### src/rtl/dmem_arbiter.sv
// Single-port data-memory controller: round-robin sharing between the CPU load/store path
// and a debug/loader port, plus a zero-fill sweep after reset or on clr_start.
module dmem_arbiter #(
  parameter int WIDTH = 32,
  parameter int DEPTH = 1024
) (
  input  logic             clk,
  input  logic             rst_n,
  input  logic             cpu_req,
  input  logic             cpu_we,
  input  logic [WIDTH-1:0] cpu_addr,
  input  logic [WIDTH-1:0] cpu_wd,
  output logic [WIDTH-1:0] cpu_rd,
  output logic             cpu_stall,
  input  logic             dbg_req,
  input  logic             dbg_we,
  input  logic [WIDTH-1:0] dbg_addr,
  input  logic [WIDTH-1:0] dbg_wd,
  output logic [WIDTH-1:0] dbg_rd,
  output logic             dbg_ack,
  input  logic             clr_start,
  output logic             busy,
  output logic             mem_we,
  output logic [WIDTH-1:0] mem_addr,
  output logic [WIDTH-1:0] mem_wd,
  input  logic [WIDTH-1:0] mem_rd
);

  localparam int CW = $clog2(DEPTH);

  typedef enum logic {CLEAR, ARB} state_e;
  typedef enum logic {GNT_CPU = 1'b0, GNT_DBG = 1'b1} master_e;

  state_e          state_q, state_d;
  logic [CW-1:0]   clr_cnt_q, clr_cnt_d;
  master_e         last_gnt_q, last_gnt_d;
  logic            gnt_cpu, gnt_dbg;

  // On a tie the master that was not served last wins.
  always_comb begin
    gnt_cpu = 1'b0;
    gnt_dbg = 1'b0;
    if (state_q == ARB) begin
      gnt_cpu = cpu_req && (!dbg_req || last_gnt_q == GNT_DBG);
      gnt_dbg = dbg_req && (!cpu_req || last_gnt_q == GNT_CPU);
    end
  end

  // NOTE: every output gets a default first so no path through this block infers a latch.
  always_comb begin
    cpu_rd    = mem_rd;
    dbg_rd    = mem_rd;
    busy      = 1'b1;
    cpu_stall = cpu_req;
    dbg_ack   = 1'b0;
    mem_we    = 1'b0;
    mem_addr  = cpu_addr;
    mem_wd    = cpu_wd;
    if (state_q == CLEAR) begin
      // NOTE: rst_n gates the write enable directly so no write can land while reset is held,
      // even though the async reset already forces state_q to CLEAR.
      mem_we   = rst_n;
      mem_addr = WIDTH'({clr_cnt_q, 2'b00});
      mem_wd   = '0;
    end else begin
      busy      = 1'b0;
      cpu_stall = cpu_req && !gnt_cpu;
      dbg_ack   = gnt_dbg;
      if (gnt_dbg) begin
        mem_we   = dbg_we;
        mem_addr = dbg_addr;
        mem_wd   = dbg_wd;
      end else if (gnt_cpu) begin
        mem_we   = cpu_we;
        mem_addr = cpu_addr;
        mem_wd   = cpu_wd;
      end
    end
  end

  always_comb begin
    state_d    = state_q;
    clr_cnt_d  = clr_cnt_q;
    last_gnt_d = last_gnt_q;
    case (state_q)
      CLEAR: begin
        clr_cnt_d = clr_cnt_q + CW'(1);
        if (clr_cnt_q == CW'(DEPTH - 1)) begin
          state_d   = ARB;
          clr_cnt_d = '0;
        end
      end
      ARB: begin
        if (gnt_cpu)      last_gnt_d = GNT_CPU;
        else if (gnt_dbg) last_gnt_d = GNT_DBG;
        if (clr_start) begin
          state_d   = CLEAR;
          clr_cnt_d = '0;
        end
      end
      default: state_d = CLEAR;
    endcase
  end

  // NOTE: sequential state uses non-blocking assignments only, so every register samples
  // the pre-edge values of the others.
  always_ff @(posedge clk or negedge rst_n) begin
    if (!rst_n) begin
      state_q    <= CLEAR;
      clr_cnt_q  <= '0;
      last_gnt_q <= GNT_DBG;
    end else begin
      state_q    <= state_d;
      clr_cnt_q  <= clr_cnt_d;
      last_gnt_q <= last_gnt_d;
    end
  end

endmodule

### config.mk
export PLATFORM = sky130hd
export DESIGN_NAME = dmem_arbiter
export DESIGN_NICKNAME = d
export VERILOG_FILES = /design/src/rtl/dmem_arbiter.sv
export SDC_FILE = /design/constraint.sdc
export NUM_CORES = 1
export LEC_CHECK = 0
export CORE_AREA = 2 2 115 117
export CTS_BUF_LIST = sky130_fd_sc_hd__clkbuf_8 sky130_fd_sc_hd__clkbuf_16
export CTS_CLUSTER_SIZE = 16
export DETAILED_ROUTE_END_ITERATION = 16
export DIE_AREA = 0 0 117 119
export GPL_ROUTABILITY_DRIVEN = 0
export PLACE_DENSITY = 0.62
export SKIP_LAST_GASP = 1
export SYNTH_ARGS = -nofsm -noshare
export SYNTH_HDL_FRONTEND = slang
export SYNTH_SLANG_ARGS = --single-unit
### constraint.sdc
create_clock -name clk -period 2 [get_ports clk]
set_input_delay 0.4 -clock clk [delete_from_list [all_inputs] [get_ports clk]]
set_output_delay 0.4 -clock clk [all_outputs]
set_load 0.01 [all_outputs]
Word level (Yosys, flattened, before mapping)

Index checks and enable logic that the tools add are counted.

Add/subtract/negate cells: 1
Equality and inequality tests: 2
Mux-type cells: 20
Bitwise gates (word level): 2
Reductions and logical operators: 10

Operators by type and width:

| cell                    | count |
|---|---|
| $mux W32                | 4 |
| $mux W10                | 2 |
| $pmux W10 S2            | 1 |
| $mux W1                 | 12 |
| $add A10 B1 Y10 const B | 1 |
| $eq A10 B10 Y1 const B  | 1 |
| $logic_and A1 B1 Y1     | 3 |
| $logic_not A1 Y1        | 3 |
| $logic_or A1 B1 Y1      | 2 |
| $ne A2 B2 Y1 const B    | 1 |
| $not A1 Y1              | 2 |
| $pmux W1 S2             | 1 |
| $reduce_and A2 Y1       | 1 |
| $reduce_bool A2 Y1      | 1 |

Register bits after elaboration: 12
Input bits: 167
Output and inout port bits: 132
Word-level logic and storage cells: 38

Longest topological paths before layout

Gate-level depths: netlist (run 1).

Depth after elaboration: 7
Depth in mapped cells: 7
Depth with buffers taken out: 5

Least setup slack after synthesis (run 1)

OpenSTA, ideal clock, no wires.

Kind: register to output
From: register last_gnt_q
To: output port mem_addr[2]
Data arrival time: 1.417 ns
Required time: 1.600 ns
Slack: 0.183 ns
Cell stages (with the launch flop): 6
Path buffers: 1
Cells stage by stage: dfstp_2 nand2_1 nand3_1 clkbuf_1 o22ai_1 a21oi_1

Cells in the longest elaborated chain, start to end: 6

Ends and longest elaborated chain:

| item                   | line | RTL |
|---|---|---|
| start, declared        | 36   | `master_e last_gnt_q, last_gnt_d;` |
| start signal, assigned | 115  | `last_gnt_q <= last_gnt_d;` |
| $not A1 Y1             | 45   | `gnt_dbg = dbg_req && (!cpu_req \|\| last_gnt_q == GNT_CPU);` |
| $logic_or A1 B1 Y1     | 45   |  |
| $logic_and A1 B1 Y1    | 45   |  |
| $mux W1                | 43   | `if (state_q == ARB) begin` |
| $mux W32               | 69   | `if (gnt_dbg) begin` |
| $mux W32               | 59   | `if (state_q == CLEAR) begin` |
| end, declared          | 24   | `output logic [WIDTH-1:0] mem_addr,` |

No other way between the ends.

Worst setup path in the final report (run 1)

From: register last_gnt_q
To: output port mem_addr[5]

Same word-level chain as after synthesis.

==> results of run 1 <==
[Yosys cell counts (all sizes together)]
master,n,area [sq um]
nor3,1,5.00
dfrtp,11,275
nor4,1,6.26
clkbuf,16,61.3
o211ai,1,7.51
nand3,60,305
a22o,1,8.76
or2,1,6.26
nand4,2,18.8
and3,1,6.26
xnor2,1,8.76
mux2,1,11.3
a21oi,7,35.0
a221o,2,20.0
ha,1,12.5
nand2b,1,6.26
a21boi,1,7.51
o41a,1,11.3
and4,1,8.76
dfstp,1,26.3
nor2b,1,6.26
a211o,1,8.76
xor2,3,26.3
o22ai,6,37.5
inv,4,15.0
a31oi,10,62.6
nand2,135,507
or4,1,7.51
nor2,11,41.3
buf,72,521
[area by class of cell]
type	instances	share of cell area (%)
clock buffers	4	2.08
inverters	4	0.410
well taps	176	5.16
repair buffers	236	53.2
multi-input cells	252	32.0
flip-flops and latches	12	7.09
[worst max path at each step]
stage | start | endpoint | slack, ns | cells after the start
after floorplan | last_gnt_q$_DFFE_PN1P_ | mem_addr[2] | 0.18 | 5
after detailed placement | cpu_req | mem_addr[5] | -0.61 | 8
after global routing | last_gnt_q$_DFFE_PN1P_ | mem_addr[11] | -0.1 | 7
after CTS | last_gnt_q$_DFFE_PN1P_ | mem_wd[15] | -0.08 | 8
after global placement | cpu_req | mem_wd[1] | -0.59 | 9
final | last_gnt_q$_DFFE_PN1P_ | mem_addr[5] | -0.05 | 7
[what timing repair did]
item | 4_1_cts | 5_1_grt
setup buffers | 8 | 0
gates cloned | 6 | 3
pin swaps | 24 | 23
hold buffers | 0 | 0
gates resized for setup | 263 | 69
endpoints found under the setup margin | 67 | 56
[state kept, by name, summed over array words and instances (netlist names)]
| name | count |
|---|---|
| last_gnt_q | 1 |
| clr_cnt_q | 10 |
| state_q | 1 |
[routing by layer]
layer  vias up  part of all wire (%)  GRT usage [%]
met3        22                   9.4           4.02
li1       1422                     -              -
met4         0                   1.3           1.84
met1      1291                    41           14.7
met2       146                    49           21.2
met5         -                     0              0
[stage by stage]
step	power [W]	util, %	instance area, sq um
floorplan	0.00105	-	2080
global placement	0.00166	30.8	3970
detailed placement	0.00168	30.8	3970
CTS	0.00209	32.6	4200
global route	0.00224	33.2	4270
finish	0.00210	33.2	4270
[cell families after synthesis]
kind of cell,synth area share (%)
xor gates and xnor gates,1.68
muxes,0.541
DFF,14.5
AOI/OAI and AO/OA,9.56
and+or+nand+nor,44.4
buffers and inverters,28.7
adders and majority gates,0.601
[power by group through the flow]
stage	logic, W	clock network (W)	registers [W]
floorplan	0.000643	0	0.000404
global placement	0.00123	0	0.000431
detailed placement	0.00124	0	0.000434
CTS	0.00124	0.000419	0.000436
global route	0.00136	0.000434	0.000449
finish	0.00126	0.000413	0.000436
==> qor.yml, run 1 <==
core_area_sq_mm: 0.0129
avgSynthCellArea_sq_um: 5.84
drt_pass1_iterations: 6
cp_data_required_time_ns: 1.60
grt_overflow: 0
cts.sinks: 12
yosysWarnings: 0
grt_setup_unrepaired: "true"
grt_pass1_wl_mm: 13.6
setup_viol_count_final: 10
place_hpwl_mm: 6.67
final_common_cell: "clkdlybuf4s50_1"
cp_slowest_cell: "dfstp_2"
start_util_pct: 16.2
antenna_found_initial: 0
layout.cells.non_filler: 684
critPathBufInv: 3
relSlewSlack_pct: 75.9
p_sw_share_pct: 36.8
die_w_microns: 117
rrSetupSlack_ns: 0.32
violations: "setup timing"
min_period_over_period_pct: 103
fin_crit_ns: 2.05
ys_ff_latch: 12
timing.rr.end: "clr_cnt_q[0]$_DFFE_PN0P_"
p_clk_share_pct: 19.6
grt_max_degree: 50
netlist_instances: 356
ios: 299
fin_nets: 677
antennaDiodeCount: 0
dieArea_sq_mm: 0.0139
max_freq_mhz: 488
clk_latency_ns: 0.24
worstSetupStartpointType: "flop"
worst_slew_pin_slew_ns: 0.360
peakVddDrop_mv: 0.453
cts_root_buf: "clkbuf_16"
area_growth_pct: 105
intPower_w: 0.00133
route.vias.total: 2881
hold_path_class: "primary input to async pin"
wl_per_cell_microns: 14.4
fin_ws_ns: -0.0501
worst-path-max-fanout: 7
drv_slew: 0
fill_cells: 1362
dp_slack_ns: -0.608
io_buffers: 202
fin_setup_tns_ns: -0.232
switching_power_w: 0.000774
clock_path_buffers: 2
leakage_nw: 2.05
clk_pin_slew_ns: 0.05
drc_errors: 0
crit_chain: "nand2_2 -> nand3_4 -> buf_12 -> buf_16 -> nand2_2 -> a31oi_1 -> buf_2"
multiInputGateArea_sq_mm: 0.00137
seq_power_share_pct: 20.7
drive_above_1_share_pct: 28.9
crit_type: "flop to primary output"
ant_nets: 0
h-tree-depth: 1
seq_area_sq_um: 303
dp_cells: 665
numCtsBuffers: 3
drt-initial-drc-count: 84
grt_use_total_pct: 12.1
skew_ns: 0.00334
finalHoldViolCount: 0
cts_tree: "done"
syn_nets: 524
row_count: 42
pwr-share-comb_pct: 59.6
crit_top_cell: "nand2_2"
wirelength_mm: 9.86
r2r-start: "clr_cnt_q[0]$_DFFE_PN0P_"
yosysSeqAreaShare_pct: 14.5
yosysUniqueCellTypes: 34
max-cap-violations: 0
holdWs_ns: 0.555
cpPeakStageDelay_ns: 0.53
die_h_microns: 119
path_delay_family: "flip-flops"
via_per_inst: 4.21
mostFrequentLayoutCells: "clkdlybuf4s50_1, nand2_1, buf_2, nand3_1, nand3_2"
power_density_mw_per_mm2: 493
reg2reg_depth: 4
crit_path_end_kind: "primary output"
synthesis.area_sq_mm: 0.00208
first_global_vias: 2742
status: "finished, violations left"
cp.arrival_ns: 1.65
No activity file was read; power rests on OpenSTA's default activity.
==> run 2: changes to the inputs <==
--- a/config.mk
+++ b/config.mk
@@ -10,9 +10,9 @@
 export CTS_CLUSTER_SIZE = 16
 export DETAILED_ROUTE_END_ITERATION = 16
 export DIE_AREA = 0 0 117 119
-export GPL_ROUTABILITY_DRIVEN = 0
 export PLACE_DENSITY = 0.62
 export SKIP_LAST_GASP = 1
 export SYNTH_ARGS = -nofsm -noshare
 export SYNTH_HDL_FRONTEND = slang
 export SYNTH_SLANG_ARGS = --single-unit
+export TNS_END_PERCENT = 20
==> run 2 against run 1 <==
Effect of this change:
- the flow still finishes with violations (setup timing)
- critical path depth unchanged
- global-route usage decreased by 0.23 points
- register-to-register slack about the same
- clock power about the same
- die area unchanged
- routed wire length decreased by 4.4%
- via count decreased by 1.4%
- sequential share of layout area increased by 0.25 points
- non-clock buffer count decreased by 3
- critical path type unchanged
- largest cell class unchanged
==> qor.yml, run 2 (synthesized netlist as in run 1, its figures left out) <==
status: "finished, violations left"  # unchanged
violations: "setup timing"  # unchanged
peakVddDrop_mv: 0.452  # was 0.453 mV
grt_overflow: 0  # unchanged
ant_nets: 0  # unchanged
cts_root_buf: "clkbuf_16"  # unchanged
wl_per_cell_microns: 13.8  # was 14.4 microns
total_power_w: 0.00206  # was 0.00210 W
drt-initial-drc-count: 91  # was 84
first_global_vias: 2721  # was 2,742
ios: 299  # unchanged
largestRegisters: "clr_cnt_q: 10 flops, last_gnt_q: 1 flops, state_q: 1 flops"  # unchanged
place_hpwl_mm: 6.67  # unchanged
cp_data_required_time_ns: 1.60  # about the same
crit_path_end_kind: "primary output"  # unchanged
crit_type: "flop to primary output"  # unchanged
die_w_microns: 117  # unchanged
numCtsBuffers: 3  # unchanged
drv_slew: 0  # unchanged
core_area_sq_mm: 0.0129  # unchanged
cts.sinks: 12  # unchanged
fin_nets: 674  # was 677
setup_viol_count_final: 33  # was 10
layout.cells.non_filler: 681  # was 684
clock_path_buffers: 2  # unchanged
row_count: 42  # unchanged
drive_above_1_share_pct: 22.2  # was 28.9%
gp_congestion: 0.769
worstSetupStartpointType: "flop"  # unchanged
leakage_nw: 1.95  # was 2.05 nW
dieArea_sq_mm: 0.0139  # unchanged
fin_crit_ns: 2.06  # was 2.05 ns
skew_ns: 0.00354  # was 0.00334 ns
max_freq_mhz: 485  # was 488 MHz
max-cap-violations: 0  # unchanged
final_common_cell: "clkdlybuf4s50_1"  # unchanged
grt_pass1_wl_mm: 13.4  # was 13.6 mm
clk_pin_slew_ns: 0.05  # about the same
grt_max_degree: 50  # unchanged
mostFrequentLayoutCells: "clkdlybuf4s50_1, nand2_1, nand3_1, buf_2, buf_4"  # was clkdlybuf4s50_1, nand2_1, buf_2, nand3_1, nand3_2
dp_cells: 665  # unchanged
top_register: "clr_cnt_q"  # unchanged
largest_reg_flops: 10  # unchanged
cts_tree: "done"  # unchanged
grt_setup_unrepaired: "true"  # unchanged
worst_slew_pin_slew_ns: 0.361  # was 0.360 ns
min_period_over_period_pct: 103  # about the same
power_density_mw_per_mm2: 501  # was 493 mW/mm^2
worst-path-max-fanout: 7  # unchanged
fin_ws_ns: -0.0613  # was -0.0501 ns
drt_pass1_iterations: 4  # was 6
grt_use_total_pct: 11.9  # was 12.1%
antennaDiodeCount: 0  # unchanged
drc_errors: 0  # unchanged
via_per_inst: 4.17  # was 4.21
wirelength_mm: 9.42  # was 9.86 mm
start_util_pct: 16.2  # unchanged
area_growth_pct: 98.1  # was 105%
route.vias.total: 2840  # was 2,881
antenna_found_initial: 0  # unchanged
hold_path_class: "primary input to async pin"  # unchanged
finalHoldViolCount: 0  # unchanged
h-tree-depth: 1  # unchanged
relSlewSlack_pct: 75.8  # was 75.9%
die_h_microns: 119  # unchanged
clk_latency_ns: 0.24  # about the same
io_buffers: 202  # unchanged
cp.arrival_ns: 1.66  # was 1.65 ns
[run 2: cell types whose count changed in the layout (fill, tap and decap cells not counted), moves of 8 or more]
| cell | delta |
|---|---|
| nand2_1 | +13 |
| nand3_2 | -11 |
| nand3_1 | +11 |
| buf_2 | -15 |
| nand2_4 | -8 |
[run 2: worst paths after layout]
path,cells after the start,slack [ns],to,start
setup / recovery,7,-0.06,mem_wd[25],last_gnt_q$_DFFE_PN1P_
hold / removal,2,0.55,clr_cnt_q[2]$_DFFE_PN0P_,rst_n
setup reg to reg,4,0.32,clr_cnt_q[0]$_DFFE_PN0P_,clr_cnt_q[0]$_DFFE_PN0P_
hold reg to reg,2,0.59,clr_cnt_q[5]$_DFFE_PN0P_,clr_cnt_q[5]$_DFFE_PN0P_
max in group asynchronous,2,1.21,last_gnt_q$_DFFE_PN1P_,rst_n
min in group clk,2,0.59,clr_cnt_q[5]$_DFFE_PN0P_,clr_cnt_q[5]$_DFFE_PN0P_
[run 2: power by group]
| group | switching (W) | internal [W] |
|---|---|---|
| sequential | 0.000107 | 0.000330 |
| clock | 0.000112 | 0.000302 |
| combinational | 0.000528 | 0.000687 |
[run 2: metrics by stage]
step	hold slack [ns]	setup TNS [ns]	util (%)	area (sq um)	setup WS, ns
after floorplan	0.104	0	-	2080	0.183
after global placement	0.574	-33.40	30.8	3970	-0.593
after detailed placement	0.571	-33.98	30.8	3970	-0.608
after CTS	0.578	-2.78	32.5	4180	-0.0908
after global routing	0.582	-3.63	32.0	4120	-0.108
final	0.555	-1.13	32.0	4120	-0.0613
[run 2: critical path, cell delays in order, from the launching register on]
cell,delay (ns)
dfstp_2,0.54
nand2_2,0.08
nand3_4,0.12
buf_8,0.16
clkbuf_16,0.16
nand3_1,0.07
nand2_1,0.07
clkdlybuf4s15_2,0.22
[run 2: routing by layer]
metal / up-vias / global-route usage [%] / wire length, microns
met3: 22 / 4.02 / 1080
met4: 0 / 1.84 / 125
li1: 1415 / - / -
met5: - / 0 / 0
met1: 1240 / 14.2 / 3650
met2: 163 / 21.0 / 4560
[run 2: area by class of cell]
cell class	count	area (sq um)
repair buffers	233	2260
fillers	1377	8750
multi-input cells	252	1230
well taps	176	220
inverters	4	17.5
clock buffers	4	88.8
flip-flops and latches	12	303
[run 2: timing repair]
| action | CTS | global route |
|---|---|---|
| buffers inserted | 6 | 0 |
| endpoints found under the setup margin | 67 | 67 |
| cloned | 5 | 2 |
| hold endpoints to repair | 0 | 0 |
| pin swaps | 8 | 11 |
| gates resized for setup | 189 | 71 |
| hold buffers | 0 | 0 |
==> run 3: changes to the inputs <==
--- a/config.mk
+++ b/config.mk
@@ -12,6 +12,7 @@
 export DIE_AREA = 0 0 117 119
 export PLACE_DENSITY = 0.62
 export SKIP_LAST_GASP = 1
+export SLEW_MARGIN = 20
 export SYNTH_ARGS = -nofsm -noshare
 export SYNTH_HDL_FRONTEND = slang
 export SYNTH_SLANG_ARGS = --single-unit
==> results of run 3 <==
Same layout as run 2: the final DEF is identical, and so are final timing and power.
